--- config.mk ---
export PLATFORM = sky130hd
export DESIGN_NAME = mem_arbiter
export DESIGN_NICKNAME = d
export VERILOG_FILES = /design/src/rtl/mem_arbiter.sv
export SDC_FILE = /design/constraint.sdc
export NUM_CORES = 1
export LEC_CHECK = 0
export ABC_AREA = 1
export CORE_AREA = 2 2 146 148
export CTS_CLUSTER_DIAMETER = 50
export DETAILED_ROUTE_END_ITERATION = 12
export DIE_AREA = 0 0 148 150
export PLACE_DENSITY_LB_ADDON = 0.05
export SYNTH_ARGS = -nofsm -noshare
export SYNTH_HDL_FRONTEND = slang
export SYNTH_SLANG_ARGS = --single-unit
--- constraint.sdc ---
create_clock -name clk -period 3.53 [get_ports clk]
set_input_delay 1.059 -clock clk [delete_from_list [all_inputs] [get_ports clk]]
set_output_delay 1.059 -clock clk [all_outputs]
set_load 0.02 [all_outputs]
--- src/rtl/mem_arbiter.sv ---
// Round-robin arbiter sharing one RAM read/write port pair among NUM_MASTERS masters,
// with per-master ack and read-return routing. Define ARB_LOCK_EN to add exclusive-owner locking.
module mem_arbiter #(
  parameter int NUM_MASTERS = 2,
  parameter int ADDR_W      = 32,
  parameter int DATA_W      = 32,
  parameter int READ_LAT    = 1
) (
  input  logic                            clk,
  input  logic                            rst,
  input  logic                            clk_en,
`ifdef ARB_LOCK_EN
  input  logic                            i_lock,
  input  logic [$clog2(NUM_MASTERS)-1:0]  i_lock_sel,
`endif
  input  logic [NUM_MASTERS-1:0]          i_read_req,
  input  logic [NUM_MASTERS*ADDR_W-1:0]   i_read_addr,
  input  logic [NUM_MASTERS-1:0]          i_write_enable,
  input  logic [NUM_MASTERS*DATA_W/8-1:0] i_byte_enable,
  input  logic [NUM_MASTERS*ADDR_W-1:0]   i_write_addr,
  input  logic [NUM_MASTERS*DATA_W-1:0]   i_write_data,
  output logic [NUM_MASTERS-1:0]          o_ack,
  output logic [NUM_MASTERS-1:0]          o_rvalid,
  output logic [DATA_W-1:0]               o_read_data,
  output logic                            o_read_req,
  output logic [ADDR_W-1:0]               o_read_addr,
  input  logic [DATA_W-1:0]               i_read_data,
  output logic                            o_write_enable,
  output logic [DATA_W/8-1:0]             o_byte_enable,
  output logic [ADDR_W-1:0]               o_write_addr,
  output logic [DATA_W-1:0]               o_write_data
);

  localparam int ID_W = $clog2(NUM_MASTERS);
  localparam int BE_W = DATA_W / 8;

  logic [NUM_MASTERS-1:0] req;
  logic [NUM_MASTERS-1:0] eligible;
  logic                   grant_en;
  logic                   grant_valid;
  logic [ID_W-1:0]        grant_idx;
  logic [ID_W-1:0]        sel_idx;
  logic [ID_W-1:0]        rr_ptr_reg;
  logic [ID_W-1:0]        rr_ptr_next;
  logic                   pipe_valid_reg [READ_LAT];
  logic [ID_W-1:0]        pipe_id_reg    [READ_LAT];

  // Reset and a stalled clock both suppress any grant.
  assign grant_en = rst & clk_en;

  generate
    for (genvar gi = 0; gi < NUM_MASTERS; gi++) begin : g_req
      assign req[gi] = i_read_req[gi] | i_write_enable[gi];
`ifdef ARB_LOCK_EN
      assign eligible[gi] = req[gi] & (~i_lock | (i_lock_sel == ID_W'(gi)));
`else
      assign eligible[gi] = req[gi];
`endif
    end
  endgenerate

  // Scan from the farthest candidate back to rr_ptr so the nearest eligible master wins.
  always_comb begin
    int idx;
    grant_valid = 1'b0;
    grant_idx   = '0;
    idx         = 0;
    for (int k = NUM_MASTERS - 1; k >= 0; k--) begin
      idx = int'(rr_ptr_reg) + k;
      if (idx >= NUM_MASTERS) idx = idx - NUM_MASTERS;
      if (grant_en && eligible[idx]) begin
        grant_valid = 1'b1;
        grant_idx   = ID_W'(idx);
      end
    end
  end

  always_comb begin
    rr_ptr_next = rr_ptr_reg;
    if (grant_valid) begin
      rr_ptr_next = (grant_idx == ID_W'(NUM_MASTERS - 1)) ? '0 : grant_idx + 1'b1;
    end
`ifdef ARB_LOCK_EN
    if (i_lock) rr_ptr_next = rr_ptr_reg;
`endif
  end

  always_comb begin
    o_ack = '0;
    if (grant_valid) o_ack[grant_idx] = 1'b1;
  end

  // With no grant the RAM fields simply follow master 0.
  assign sel_idx        = grant_valid ? grant_idx : '0;
  assign o_read_req     = grant_valid & i_read_req[grant_idx];
  assign o_write_enable = grant_valid & i_write_enable[grant_idx];
  assign o_read_addr    = i_read_addr[sel_idx*ADDR_W +: ADDR_W];
  assign o_write_addr   = i_write_addr[sel_idx*ADDR_W +: ADDR_W];
  assign o_write_data   = i_write_data[sel_idx*DATA_W +: DATA_W];
  assign o_byte_enable  = i_byte_enable[sel_idx*BE_W +: BE_W];

  always_ff @(posedge clk) begin
    if (!rst) begin
      rr_ptr_reg <= '0;
      for (int s = 0; s < READ_LAT; s++) pipe_valid_reg[s] <= 1'b0;
    end else if (clk_en) begin
      rr_ptr_reg        <= rr_ptr_next;
      pipe_valid_reg[0] <= o_read_req;
      pipe_id_reg[0]    <= grant_idx;
      for (int s = 1; s < READ_LAT; s++) begin
        pipe_valid_reg[s] <= pipe_valid_reg[s-1];
        pipe_id_reg[s]    <= pipe_id_reg[s-1];
      end
    end
  end

  // Return tag tracks the RAM pipeline, which freezes on the same clk_en.
  always_comb begin
    o_rvalid = '0;
    if (pipe_valid_reg[READ_LAT-1]) o_rvalid[pipe_id_reg[READ_LAT-1]] = 1'b1;
  end

  assign o_read_data = i_read_data;

endmodule

# ---- Yosys cells after proc, flatten, opt, wreduce, memory -nomap -nowiden
# Memories as Yosys holds them, arrays and structs flattened.
# Index checks and enable logic that the tools add are counted.
dict set report classes {
  add_sub_neg 4
  magnitude_cmp 8
  shift 4
  n_mux 30
  n_bitwise 5
  reduce_logical 6
}
# cell n
set ops {}
lappend ops {{$shiftx A64 B7 Y32} 3}
lappend ops {{$lt A32 B3 Y1 const B} 2}
lappend ops {{$mux W32} 2}
lappend ops {{$mux W1} 24}
lappend ops {{$shiftx A8 B4 Y4} 1}
lappend ops {{$logic_and A1 B1 Y1} 4}
lappend ops {{$lt A1 B2 Y1 const B} 2}
lappend ops {{$mux W2} 2}
lappend ops {{$and A1 B1 Y1} 3}
lappend ops {{$sub A1 B2 Y3 const B} 1}
lappend ops {{$sub A2 B2 Y3 const B} 1}
lappend ops {{$add A1 B1 Y2 const B} 1}
lappend ops {{$demux W1 S1} 2}
lappend ops {{$ge A1 B1 Y1 const B} 2}
lappend ops {{$ge A1 B2 Y1 const B} 1}
lappend ops {{$ge A2 B2 Y1 const B} 1}
lappend ops {{$or A1 B1 Y1} 2}
lappend ops {{$reduce_and A2 Y1} 1}
lappend ops {{$add A1 B1 Y1 const B} 1}
lappend ops {{$reduce_or A1 Y1} 1}
dict set report word_totals {
  ff_bits 1
  ramBits 2
  mem_count 2
}
# name depth width rd rd_ports_with_merged_regs write_ports line
set mem_list {}
lappend mem_list {pipe_id_reg 1 1 1 0 1 46} ;# logic [ID_W-1:0] pipe_id_reg [READ_LAT];
lappend mem_list {pipe_valid_reg 1 1 1 0 1 45} ;# logic pipe_valid_reg [READ_LAT];

# ---- Depth between registers and ports, before layout
# Gate-level depths: netlist of the first run.
dict set report logic_depth {
  word_depth 14
  ltp_mapped 8
  mapped_depth_nobuf 6
}

# ---- Least setup slack after synthesis of the first run
# OpenSTA, ideal clock, no wires.
dict set report synth_path {
  path_type {input -> output}
  start {in i_read_req[1]}
  end {out o_write_addr[19]}
  arrival_ns 1.949
  t_required_ns 2.471
  setup_slack_ns 0.522
  cell_stages 7
  path_cell_list {nor2_1 > nor2_4 > nand2_2 > buf_4 > buf_2 > nand2_1 > nand2_1}
}
dict set report synth_between {
  elab_chain_cells 9
  elab_cells_between_ends 15
  cone_classes {shift (1); mux (11); bitwise (1); reduce/logical (2)}
}
# item line
set synth_lines {}
lappend synth_lines {{start, declared} 16} ;# input logic [NUM_MASTERS-1:0] i_read_req,
lappend synth_lines {{$or A1 B1 Y1 (*)} 53} ;# assign req[gi] = i_read_req[gi] | i_write_enable[gi];
lappend synth_lines {{$mux W1 (not written as such) (3 in a row)} 71} ;# if (grant_en && eligible[idx]) begin
lappend synth_lines {{$logic_and A1 B1 Y1} 71}
lappend synth_lines {{$mux W1 (2 in a row)} 71}
lappend synth_lines {{$mux W1 (*)} 94} ;# assign sel_idx = grant_valid ? grant_idx : '0;
lappend synth_lines {{$shiftx A64 B7 Y32 (*)} 98} ;# assign o_write_addr = i_write_addr[sel_idx*ADDR_W +: ADDR_W];
lappend synth_lines {{end, declared} 30} ;# output logic [ADDR_W-1:0] o_write_addr,
# Mark *: on every way between the ends. The rest lies on a longest branch, timed or not. The select of a mux whose other input is x is not followed.

# ---- Worst setup path after layout of the first run
dict set report layout_path {
  start {in i_read_req[1]}
  end {out o_byte_enable[0]}
}
dict set report layout_between {
  elab_chain_cells 9
  elab_cells_between_ends 15
  cone_classes {shift (1); mux (11); bitwise (1); reduce/logical (2)}
}
# item line
set layout_lines {}
lappend layout_lines {{$or A1 B1 Y1 (*)} 53}
lappend layout_lines {{$mux W1 (not written as such) (3 in a row)} 71}
lappend layout_lines {{$logic_and A1 B1 Y1} 71}
lappend layout_lines {{$mux W1 (2 in a row)} 71}
lappend layout_lines {{$mux W1 (*)} 94}
lappend layout_lines {{$shiftx A8 B4 Y4 (*)} 100} ;# assign o_byte_enable = i_byte_enable[sel_idx*BE_W +: BE_W];
lappend layout_lines {{end, declared} 29} ;# output logic [DATA_W/8-1:0] o_byte_enable,
# Marked as above.

==> summary.txt, run 1 <==
Routing
  – Routed WL: 12.8 mm
  – DRC: 0
  – Drt wl/cell: 13.4 um
  – Initial DRC count: 51
  – Vias: 3281
  – Via/cell ratio: 3.43
  – DRT Pass-1 Iters: 4
  – DRT antenna net count: 0

Timing
  – RSZ-0062 raised after global routing: yes
  – Slew Limit Fails: 0
  – Fmax: 0.288 GHz
  – Worst hold slack: 482 ps
  – Tcrit/Tclk final: 0.985
  – Worst-margin pin slew: 255 ps
  – Setup_tns: 0 ps
  – # setup viols final: 0
  – Layout Skew: 0.279 ps
  – Final worst path period need: 3480 ps
  – Post-route setup slack: 52.3 ps
  – Slew headroom: 0.830
  – Fin. Hold Viols: 0

Critical path
  – Worst R2R Start: rr_ptr_reg
  – Worst setup path start: i_read_req[1]
  – Type of origin of the critical path: input pin
  – Arr. time, crit path: 2420 ps
  – Critical path peak fanout: 15
  – WP data required: 2470 ps
  – Setup CP Type: input pin to output pin
  – Reg2reg path depth: 7
  – Reg2reg setup slack: 2220 ps
  – Crit end category: output pin

Logic synthesis
  – Netlist cell types: 15
  – Syn Area/Cell: 4.52 um^2
  – XOR/XNOR share of the synthesized area: 0
  – Simple-gate share of the synthesized area: 0.686
  – Syn Inst Count: 390
  – Post-synthesis adder-cell area fraction: 0
  – Post-Synthesis Cell Area: 1760 um^2
  – Ys Warns: 0
  – Sequential fraction of the synthesis area: 0.0454
  – Main combinational cell family by area after synthesis: simple AND/OR/NAND/NOR gates
  – Yosys reg bits: 3
  – Post-synthesis mux area share: 0
  – Syn nets: 629
  – Synth Area in Compound Gates: 0.0135

Place
  – Number of port buffers: 312
  – Pre-CTS setup slack: -572 ps
  – HPWL Detailed: 10.2 mm
  – Placer Congestion: 0.794
  – Placed insts: 948

Clock tree
  – TritonCTS clock tree: built
  – Clock tree root driver cell: clkbuf_16
  – Hold-fix buffers, CTS: 0
  – CTS Buf Count: 3
  – Clk buf depth: 2
  – Clk_lat worst skew: 220 ps
  – Clk slew on worst S/H paths: 30 ps
  – CTS Sinks: 3
  – H-tree level count: 1

Final layout
  – Fillers: 2369
  – Leading cell type in the layout, fill and taps excluded: nand2_1
  – Most frequent cells in the layout: nand2_1, clkdlybuf4s50_1, buf_2
  – Synth-to-Final Area Change: 189%
  – Multi-input gate area: 1250 um^2
  – Ant. Diodes: 0
  – Layout cells sized above 1: 0.210
  – FF/Latch Area: 80.1 um^2
  – Layout Nets: 922
  – Finished Layout Cells: 957

Floorplan
  – Starting density of the core: 0.0852
  – Core Footprint: 20700 um^2
  – Die width: 148 um
  – Die area: 22200 um^2
  – Row cnt: 53
  – Die Y: 150 um
  – I/O Pins: 377

Status
  – Status: finished, final reports clean

Pwr
  – Clock share of power: 0.207
  – Worst vdd ir: 0.000115 V
  – Switch Pwr: 319 uW
  – Int Pwr: 556 uW
  – Comb power frac: 0.746
  – Sequential Power Share: 0.047
  – Lkg Pwr: 2.56 nW
  – Switching part of the total power: 0.365
  – Power Density: 172 nW/um^2

GRT
  – GRT Util Overall: 0.105
  – Total gr overflow: 0
  – Vias in the first global route: 3350
  – Initial antenna violation count: 0
  – Largest net degree at the start of global routing: 24
  – First-pass GRT wire length: 18.3 mm

Min path
  – Min-delay src: rr_ptr_reg
  – Worst Hold Depth: 2
  – Hold Path Class: register to register

Flow run
  – MaxCap Viol Count: 0
## worst max-delay path: stages
cell and delay (ps):
dlygate4sd2_1 270, nor2_2 180, nor2_4 70, nand2_4 140, buf_8 160, buf_12 140
nand2_1 50, nand2_1 70, clkdlybuf4s15_2 270
## what timing repair did
item / 4_1_cts / 5_1_grt
gates cloned: 4 / 0
pin swaps: 4 / 1
setup endpoints to repair: 104 / 9
gates resized for setup: 417 / 5
buffers inserted: 1 / 0
## synthesized netlist by cell type
library cell	number	area, um^2
buf_4	33	248
edfxtp_1	2	60.1
buf_2	8	40.0
nor2_1	8	30.0
clkbuf_1	3	11.3
inv_2	1	3.75
a21oi_1	3	15.0
nand3_1	2	10.0
nand2_2	1	6.26
o21ai_2	1	8.76
inv_1	9	33.8
nand2_1	307	1150
dfxtp_1	1	20.0
buf_6	10	113
nor2_4	1	11.3
## kinds of logic after synthesis
kind of cell,count (synthesis)
simple gates,319
buf+inv,64
compound gates,4
flops,3
## power by group through the flow
stage,logic [mW],registers [mW],clock network (mW)
final,0.653,0.0412,0.181
after global routing,0.704,0.0417,0.186
after CTS,0.665,0.0413,0.184
after detailed placement,0.699,0.0417,0
after global placement,0.703,0.0418,0
after floorplan,0.293,0.0414,0
## final timing paths
path | end
hold / removal | rr_ptr_reg
setup / recovery | o_byte_enable[0]
setup reg to reg | pipe_valid_reg[0]
hold reg to reg | rr_ptr_reg
## layout make-up
type,count,share of cell area
clock buffers,4,0.0155
inverters,10,0.00982
well taps,275,0.0675
flip-flops and latches,3,0.0157
multi-input cells,323,0.245
repair buffers,342,0.647
## metal layers
layer	vias to the layer above	track usage	wire [um]	share of wire
met5	-	0	0	0
met4	0	0.0233	165	0.013
met3	20	0.0259	1100	0.085
met2	181	0.222	7310	0.57
met1	1378	0.100	4270	0.33
li1	1702	-	-	-
## per-stage QoR
step | power [mW] | instance area, um^2 | util
finish | 0.875 | 5100 | 0.246
global route | 0.931 | 5100 | 0.246
CTS | 0.890 | 5110 | 0.247
detailed placement | 0.741 | 5120 | 0.248
global placement | 0.745 | 5120 | 0.248
floorplan | 0.334 | 1760 | -
Note: power is estimated with default switching activity, not from simulation.
==> inputs of run 2 (changes only) <==
--- a/config.mk
+++ b/config.mk
@@ -6,10 +6,10 @@
 export NUM_CORES = 1
 export LEC_CHECK = 0
 export ABC_AREA = 1
-export CORE_AREA = 2 2 146 148
+export CORE_AREA = 2 2 144 146
 export CTS_CLUSTER_DIAMETER = 50
 export DETAILED_ROUTE_END_ITERATION = 12
-export DIE_AREA = 0 0 148 150
+export DIE_AREA = 0 0 146 148
 export PLACE_DENSITY_LB_ADDON = 0.05
 export SYNTH_ARGS = -nofsm -noshare
 export SYNTH_HDL_FRONTEND = slang
==> constraint.sdc (replaced) <==
create_clock -name clk -period 3 [get_ports clk]
set_input_delay 0.9 -clock clk [delete_from_list [all_inputs] [get_ports clk]]
set_output_delay 0.9 -clock clk [all_outputs]
set_load 0.02 [all_outputs]
==> run 2 against run 1 <==
Compared with the run above:
- combinational power rose by 21%
- worst setup slack better by 27 ps
- via count grew 0.67%
- sequential share of layout area hardly changed
- clock-buffer cell count is the same
- critical path depth grew 1
- global-route usage is 0.84 points higher
- final cell count shrank 0.10%
- clock skew about the same
==> summary.txt, run 2 (same netlist as run 1, synthesis figures left out) <==
Status
  – Status: finished, final reports clean

Final layout
  – Leading cell type in the layout, fill and taps excluded: nand2_1
  – Layout Nets: 926 (+0.43%)
  – Synth-to-Final Area Change: 194%
  – Ant. Diodes: 0 (unchanged)
  – Most frequent cells in the layout: nand2_1, clkdlybuf4s50_1, buf_2
  – Layout cells sized above 1: 0.227 (+0.0177)

Critical path
  – Critical path peak fanout: 7 (-8)
  – Type of origin of the critical path: input pin
  – Largest stage delay on the critical path: 160 ps (-110 ps)
  – Worst R2R Start: rr_ptr_reg
  – Setup CP Type: input pin to output pin
  – WP data required: 2100 ps (-370 ps)
  – CP max stage cell: nand2_8
  – Crit end category: output pin
  – Worst-path cell chain: buf_2 > nor2_4 > nor2_4 > nand2_8 > clkinv_16 > buf_12 > clkbuf_16 > nand2_1 > nand2_1 > buf_4
  – CP Buf/Inv Count: 5 (+1)
  – Reg2reg setup slack: 1540 ps (-680 ps)
  – Reg-to-Reg End: pipe_id_reg[0]
  – Reg2reg path depth: 7 (unchanged)
  – Arr. time, crit path: 2020 ps (-400 ps)
  – Delay-heaviest family, CP: buffers and inverters

Place
  – Number of port buffers: 312 (unchanged)
  – HPWL Detailed: 9.91 mm (-2.5%)
  – Pre-CTS setup slack: -833 ps (-262 ps)
  – Placer Congestion: 0.769 (-3.0%)

Timing
  – Tcrit/Tclk final: 0.973
  – Slew headroom: 0.827 (-0.00270)
  – Slew Limit Fails: 0 (unchanged)
  – Worst-margin pin slew: 258 ps (+3.23 ps)
  – Post-route setup slack: 79.6 ps (+27.2 ps)
  – Final worst path period need: 2920 ps
  – Layout Skew: 0.0177 ps (-0.261 ps)
  – # setup viols final: 0 (unchanged)
  – Setup_tns: 0 ps (unchanged)
  – RSZ-0062 raised after global routing: no
  – Fmax: 0.342 GHz
  – Worst hold slack: 488 ps (+5.76 ps)
  – Fin. Hold Viols: 0 (unchanged)

Routing
  – DRC: 0 (unchanged)
  – DRT antenna net count: 0 (unchanged)
  – Via/cell ratio: 3.46 (+0.78%)
  – DRT Pass-1 Iters: 5 (+1)
  – Vias: 3303 (+0.67%)
  – Routed WL: 13.5 mm (+4.9%)
  – Drt wl/cell: 14.1 um (+5.0%)
  – Initial DRC count: 65 (+27%)

Min path
  – Hold Path Class: register to register
  – Min-delay src: rr_ptr_reg
  – Worst Hold Depth: 2 (unchanged)
  – Worst Hold End: rr_ptr_reg

Floorplan
  – Die width: 146 um (-1.4%)
  – I/O Pins: 377 (unchanged)
  – Core Footprint: 20000 um^2 (-3.1%)
  – Row cnt: 52 (-1.9%)
  – Starting density of the core: 0.0880 (+0.00277)
  – Die Y: 148 um (-1.3%)
  – Die area: 21600 um^2 (-2.7%)

Pwr
  – Lkg Pwr: 2.61 nW (+1.8%)
  – Worst vdd ir: 0.000112 V (-3.0%)
  – Power Density: 203 nW/um^2 (+18%)

Clock tree
  – Clk slew on worst S/H paths: 30 ps (about the same)
  – H-tree level count: 1 (unchanged)
  – CTS Sinks: 3 (unchanged)
  – Hold-fix buffers, CTS: 0 (unchanged)
  – Clock tree root driver cell: clkbuf_16
  – TritonCTS clock tree: built
  – Clk buf depth: 2 (unchanged)
  – CTS Buf Count: 3 (unchanged)
  – Clk_lat worst skew: 220 ps (about the same)

GRT
  – Initial antenna violation count: 0 (unchanged)
  – Total gr overflow: 0 (unchanged)
  – GRT Util Overall: 0.114 (+0.00844)
  – Vias in the first global route: 3289 (-1.8%)
  – First-pass GRT wire length: 19.3 mm (+5.2%)
  – Largest net degree at the start of global routing: 30 (+25%)

Flow run
  – MaxCap Viol Count: 0 (unchanged)
[run 2: cell types whose count changed in the layout (fill, tap and decap cells not counted), sizes merged]
cell and delta:
inv +1, buf +32, clkbuf +3, bufbuf -3
dlygate4sd2 -6, clkdlybuf4s15 -23
[run 2: stage by stage]
step                total power [mW]   util  instances  instance area (um^2)
global route                    1.12  0.258        956                  5180
CTS                             1.06  0.257        951                  5150
detailed placement             0.856  0.249        935                  4990
finish                          1.05  0.258        956                  5180
global placement               0.859  0.249        935                  4990
floorplan                      0.393      -        390                  1760
[run 2: per-layer routing]
| metal | vias to the layer above | global-route usage | wire (um) |
|---|---|---|---|
| met2 | 199 | 0.235 | 7460 |
| met3 | 18 | 0.0327 | 1220 |
| met1 | 1375 | 0.111 | 4610 |
| met5 | - | 0 | 0 |
| met4 | 0 | 0.0218 | 179 |
| li1 | 1711 | - | - |
[run 2: area by class of cell]
| class | instances | area [um^2] |
|---|---|---|
| fill | 2261 | 14900 |
| inverter | 10 | 63.8 |
| timing repair inverter | 1 | 11.3 |
| sequential | 3 | 80.1 |
| tap | 270 | 338 |
| multi-input combinational | 323 | 1290 |
| clock buffer | 4 | 78.8 |
| timing repair buffer | 345 | 3310 |
[run 2: repair_timing]
item,CTS,global route
gates cloned,7,3
buffers inserted,6,2
endpoints found under the hold margin,0,0
endpoints found under the setup margin,104,86
gates resized for setup,454,41
pin swaps,6,4
[run 2: worst reg2reg max path, stage by stage, from the launching register on]
cell and delay (ps):
dfxtp_1 310, inv_1 100, o21ai_4 90, nand2_8 180, clkinv_16 100, buf_12 140
clkbuf_16 160, buf_4 140
[run 2: how the worst max path moves through the flow]
stage / slack [ps] / cells after the start / startpoint / endpoint
after CTS: -40 / 9 / clk_en / o_write_addr[1]
after global placement: -810 / 9 / rst / o_write_data[4]
after detailed placement: -830 / 9 / clk_en / o_write_data[4]
after floorplan: 310 / 7 / i_read_req[1] / o_write_addr[19]
final: 80 / 10 / i_write_enable[1] / o_write_data[1]
after global routing: 0.1 / 10 / i_write_enable[1] / o_write_addr[14]
[run 2: report_power, final]
| group | switching, mW | leakage (nW) | internal, mW |
|---|---|---|---|
| Combinational | 0.351 | 2.54 | 0.441 |
| Clock | 0.0358 | 0.0382 | 0.175 |
| Sequential | 0.00138 | 0.0288 | 0.0473 |
==> inputs of run 3 (changes only) <==
--- a/config.mk
+++ b/config.mk
@@ -7,6 +7,7 @@
 export LEC_CHECK = 0
 export ABC_AREA = 1
 export CORE_AREA = 2 2 144 146
+export CTS_BUF_LIST = sky130_fd_sc_hd__clkbuf_8
 export CTS_CLUSTER_DIAMETER = 50
 export DETAILED_ROUTE_END_ITERATION = 12
 export DIE_AREA = 0 0 146 148
==> run 3 against run 2 <==
Compared with the run above:
- worst setup slack improved by 1.5 ps
- final cell count unchanged
- clock skew barely moved
- final area fell by 0.65%
- combinational power is essentially flat
- sequential share of layout area about the same
- routed wire length hardly changed
- hold slack worse by 2.7 ps
- maximum frequency barely moved
==> summary.txt, run 3 (same netlist as run 1, synthesis figures left out) <==
Status
  – Status: finished, final reports clean

Critical path
  – Worst R2R Start: rr_ptr_reg
  – Type of origin of the critical path: input pin
  – Arr. time, crit path: 2020 ps (about the same)
  – Critical path peak fanout: 7 (unchanged)
  – Setup CP Type: input pin to output pin
  – Reg2reg setup slack: 1540 ps (about the same)
  – Reg-to-Reg End: pipe_id_reg[0]
  – WP data required: 2100 ps (about the same)
  – Reg2reg path depth: 7 (unchanged)
  – Crit end category: output pin

Timing
  – Tcrit/Tclk final: 0.973 (about the same)
  – Fmax: 0.343 GHz (about the same)
  – Slew headroom: 0.827 (unchanged)
  – RSZ-0062 raised after global routing: no
  – Worst hold slack: 485 ps (-2.66 ps)
  – # setup viols final: 0 (unchanged)
  – Slew Limit Fails: 0 (unchanged)
  – Layout Skew: 0.466 ps (+0.448 ps)
  – Fin. Hold Viols: 0 (unchanged)
  – Final worst path period need: 2920 ps (-1.49 ps)
  – Setup_tns: 0 ps (unchanged)
  – Worst-margin pin slew: 258 ps (unchanged)

Min path
  – Worst Hold End: rr_ptr_reg
  – Hold Path Class: register to register
  – Worst Hold Depth: 2 (unchanged)
  – Min-delay src: rr_ptr_reg

Final layout
  – Ant. Diodes: 0 (unchanged)
  – Multi-input gate area: 1290 um^2 (unchanged)
  – Fillers: 2266 (+0.22%)
  – Finished Layout Cells: 956 (unchanged)
  – Post-Route Utilization: 0.257 (-0.00169)
  – Layout Nets: 926 (unchanged)
  – Synth-to-Final Area Change: 192%
  – Layout cells sized above 1: 0.227 (unchanged)
  – FF/Latch Area: 80.1 um^2 (unchanged)
  – Most frequent cells in the layout: nand2_1, clkdlybuf4s50_1, buf_2
  – Leading cell type in the layout, fill and taps excluded: nand2_1

Clock tree
  – CTS Buf Count: 3 (unchanged)
  – CTS Sinks: 3 (unchanged)
  – Clk buf depth: 2 (unchanged)
  – Clk slew on worst S/H paths: 30 ps (about the same)
  – TritonCTS clock tree: built
  – H-tree level count: 1 (unchanged)
  – Clk_lat worst skew: 210 ps (about the same)
  – Clock tree root driver cell: clkbuf_8
  – Hold-fix buffers, CTS: 0 (unchanged)

GRT
  – Grt met2 use: 0.235 (unchanged)
  – Met1 usage: 0.111 (-0.000186)
  – Initial antenna violation count: 0 (unchanged)
  – GRT Util Overall: 0.114 (about the same)
  – Met3 Use GR: 0.0327 (unchanged)
  – First-pass GRT wire length: 19.3 mm (about the same)
  – Largest net degree at the start of global routing: 30 (unchanged)
  – Vias in the first global route: 3291 (+0.061%)
  – Total gr overflow: 0 (unchanged)
  – Grt peak-use layer: met2

Floorplan
  – I/O Pins: 377 (unchanged)
  – Starting density of the core: 0.0880 (unchanged)
  – Row cnt: 52 (unchanged)
  – Die Y: 148 um (unchanged)
  – Die area: 21600 um^2 (unchanged)
  – Core Footprint: 20000 um^2 (unchanged)
  – Die width: 146 um (unchanged)

Pwr
  – Lkg Pwr: 2.60 nW (-0.43%)
  – Worst vdd ir: 0.0000783 V (-30%)
  – Power Density: 185 nW/um^2 (-8.7%)

Routing
  – DRT antenna net count: 0 (unchanged)
  – DRC: 0 (unchanged)
  – Via/cell ratio: 3.46 (about the same)
  – Vias: 3304 (+0.030%)
  – DRT Pass-1 Iters: 5 (unchanged)
  – Drt wl/cell: 14.1 um (about the same)
  – Routed WL: 13.5 mm (about the same)
  – Initial DRC count: 66 (+1.5%)

Place
  – HPWL Detailed: 9.91 mm (unchanged)
  – Placer Congestion: 0.769 (unchanged)
  – Placed insts: 935 (unchanged)
  – Number of port buffers: 312 (unchanged)

Flow run
  – MaxCap Viol Count: 0 (unchanged)
[run 3: critical path: stages]
cell       delay [ps]
buf_2             120
nor2_4            130
nor2_4             60
nand2_8           160
clkinv_16          90
buf_12            140
clkbuf_16         150
nand2_1            50
nand2_1            50
buf_4             150
[run 3: repair_timing]
action	CTS	global route
setup buffers	6	2
endpoints found under the setup margin	104	86
pin swaps	6	4
resized for setup	454	41
cloned	7	3
[run 3: how the worst max path moves through the flow]
stage                      startpoint          endpoint  depth (start not counted)
finish              i_write_enable[1]   o_write_data[1]                         10
global placement                  rst   o_write_data[4]                          9
CTS                            clk_en   o_write_addr[1]                          9
floorplan               i_read_req[1]  o_write_addr[19]                          7
detailed placement             clk_en   o_write_data[4]                          9
global route        i_write_enable[1]  o_write_addr[14]                         10
[run 3: where the power goes]
group	switching (mW)	total [mW]	internal, mW	leakage [nW]
clock network	0.0260	0.113	0.0870	0.0269
registers	0.00137	0.0486	0.0472	0.0288
logic	0.351	0.792	0.441	2.54
[run 3: area by class of cell]
class | instances | share of cell area
clock buffers | 3 | 0.00803
clock inverters | 1 | 0.000730
inverters | 10 | 0.0124
multi-input cells | 323 | 0.252
flip-flops and latches | 3 | 0.0156
well taps | 270 | 0.0657
repair buffers | 345 | 0.644
repair inverters | 1 | 0.00219
[run 3: through the flow]
stage	instance area [um^2]	total power, mW	worst slack, ps
after floorplan	1760	0.393	310
after global placement	4990	0.859	-813
after detailed placement	4990	0.856	-833
after CTS	5120	0.962	-39.5
after global routing	5140	1.02	0.120
final	5140	0.954	81.0
[run 3: per-layer routing]
layer / routed length [um] / part of all wire / vias to the layer above
li1: - / - / 1711
met1: 4600 / 0.34 / 1376
met4: 181 / 0.013 / 0
met5: 0 / 0 / -
met3: 1220 / 0.090 / 18
met2: 7460 / 0.55 / 199
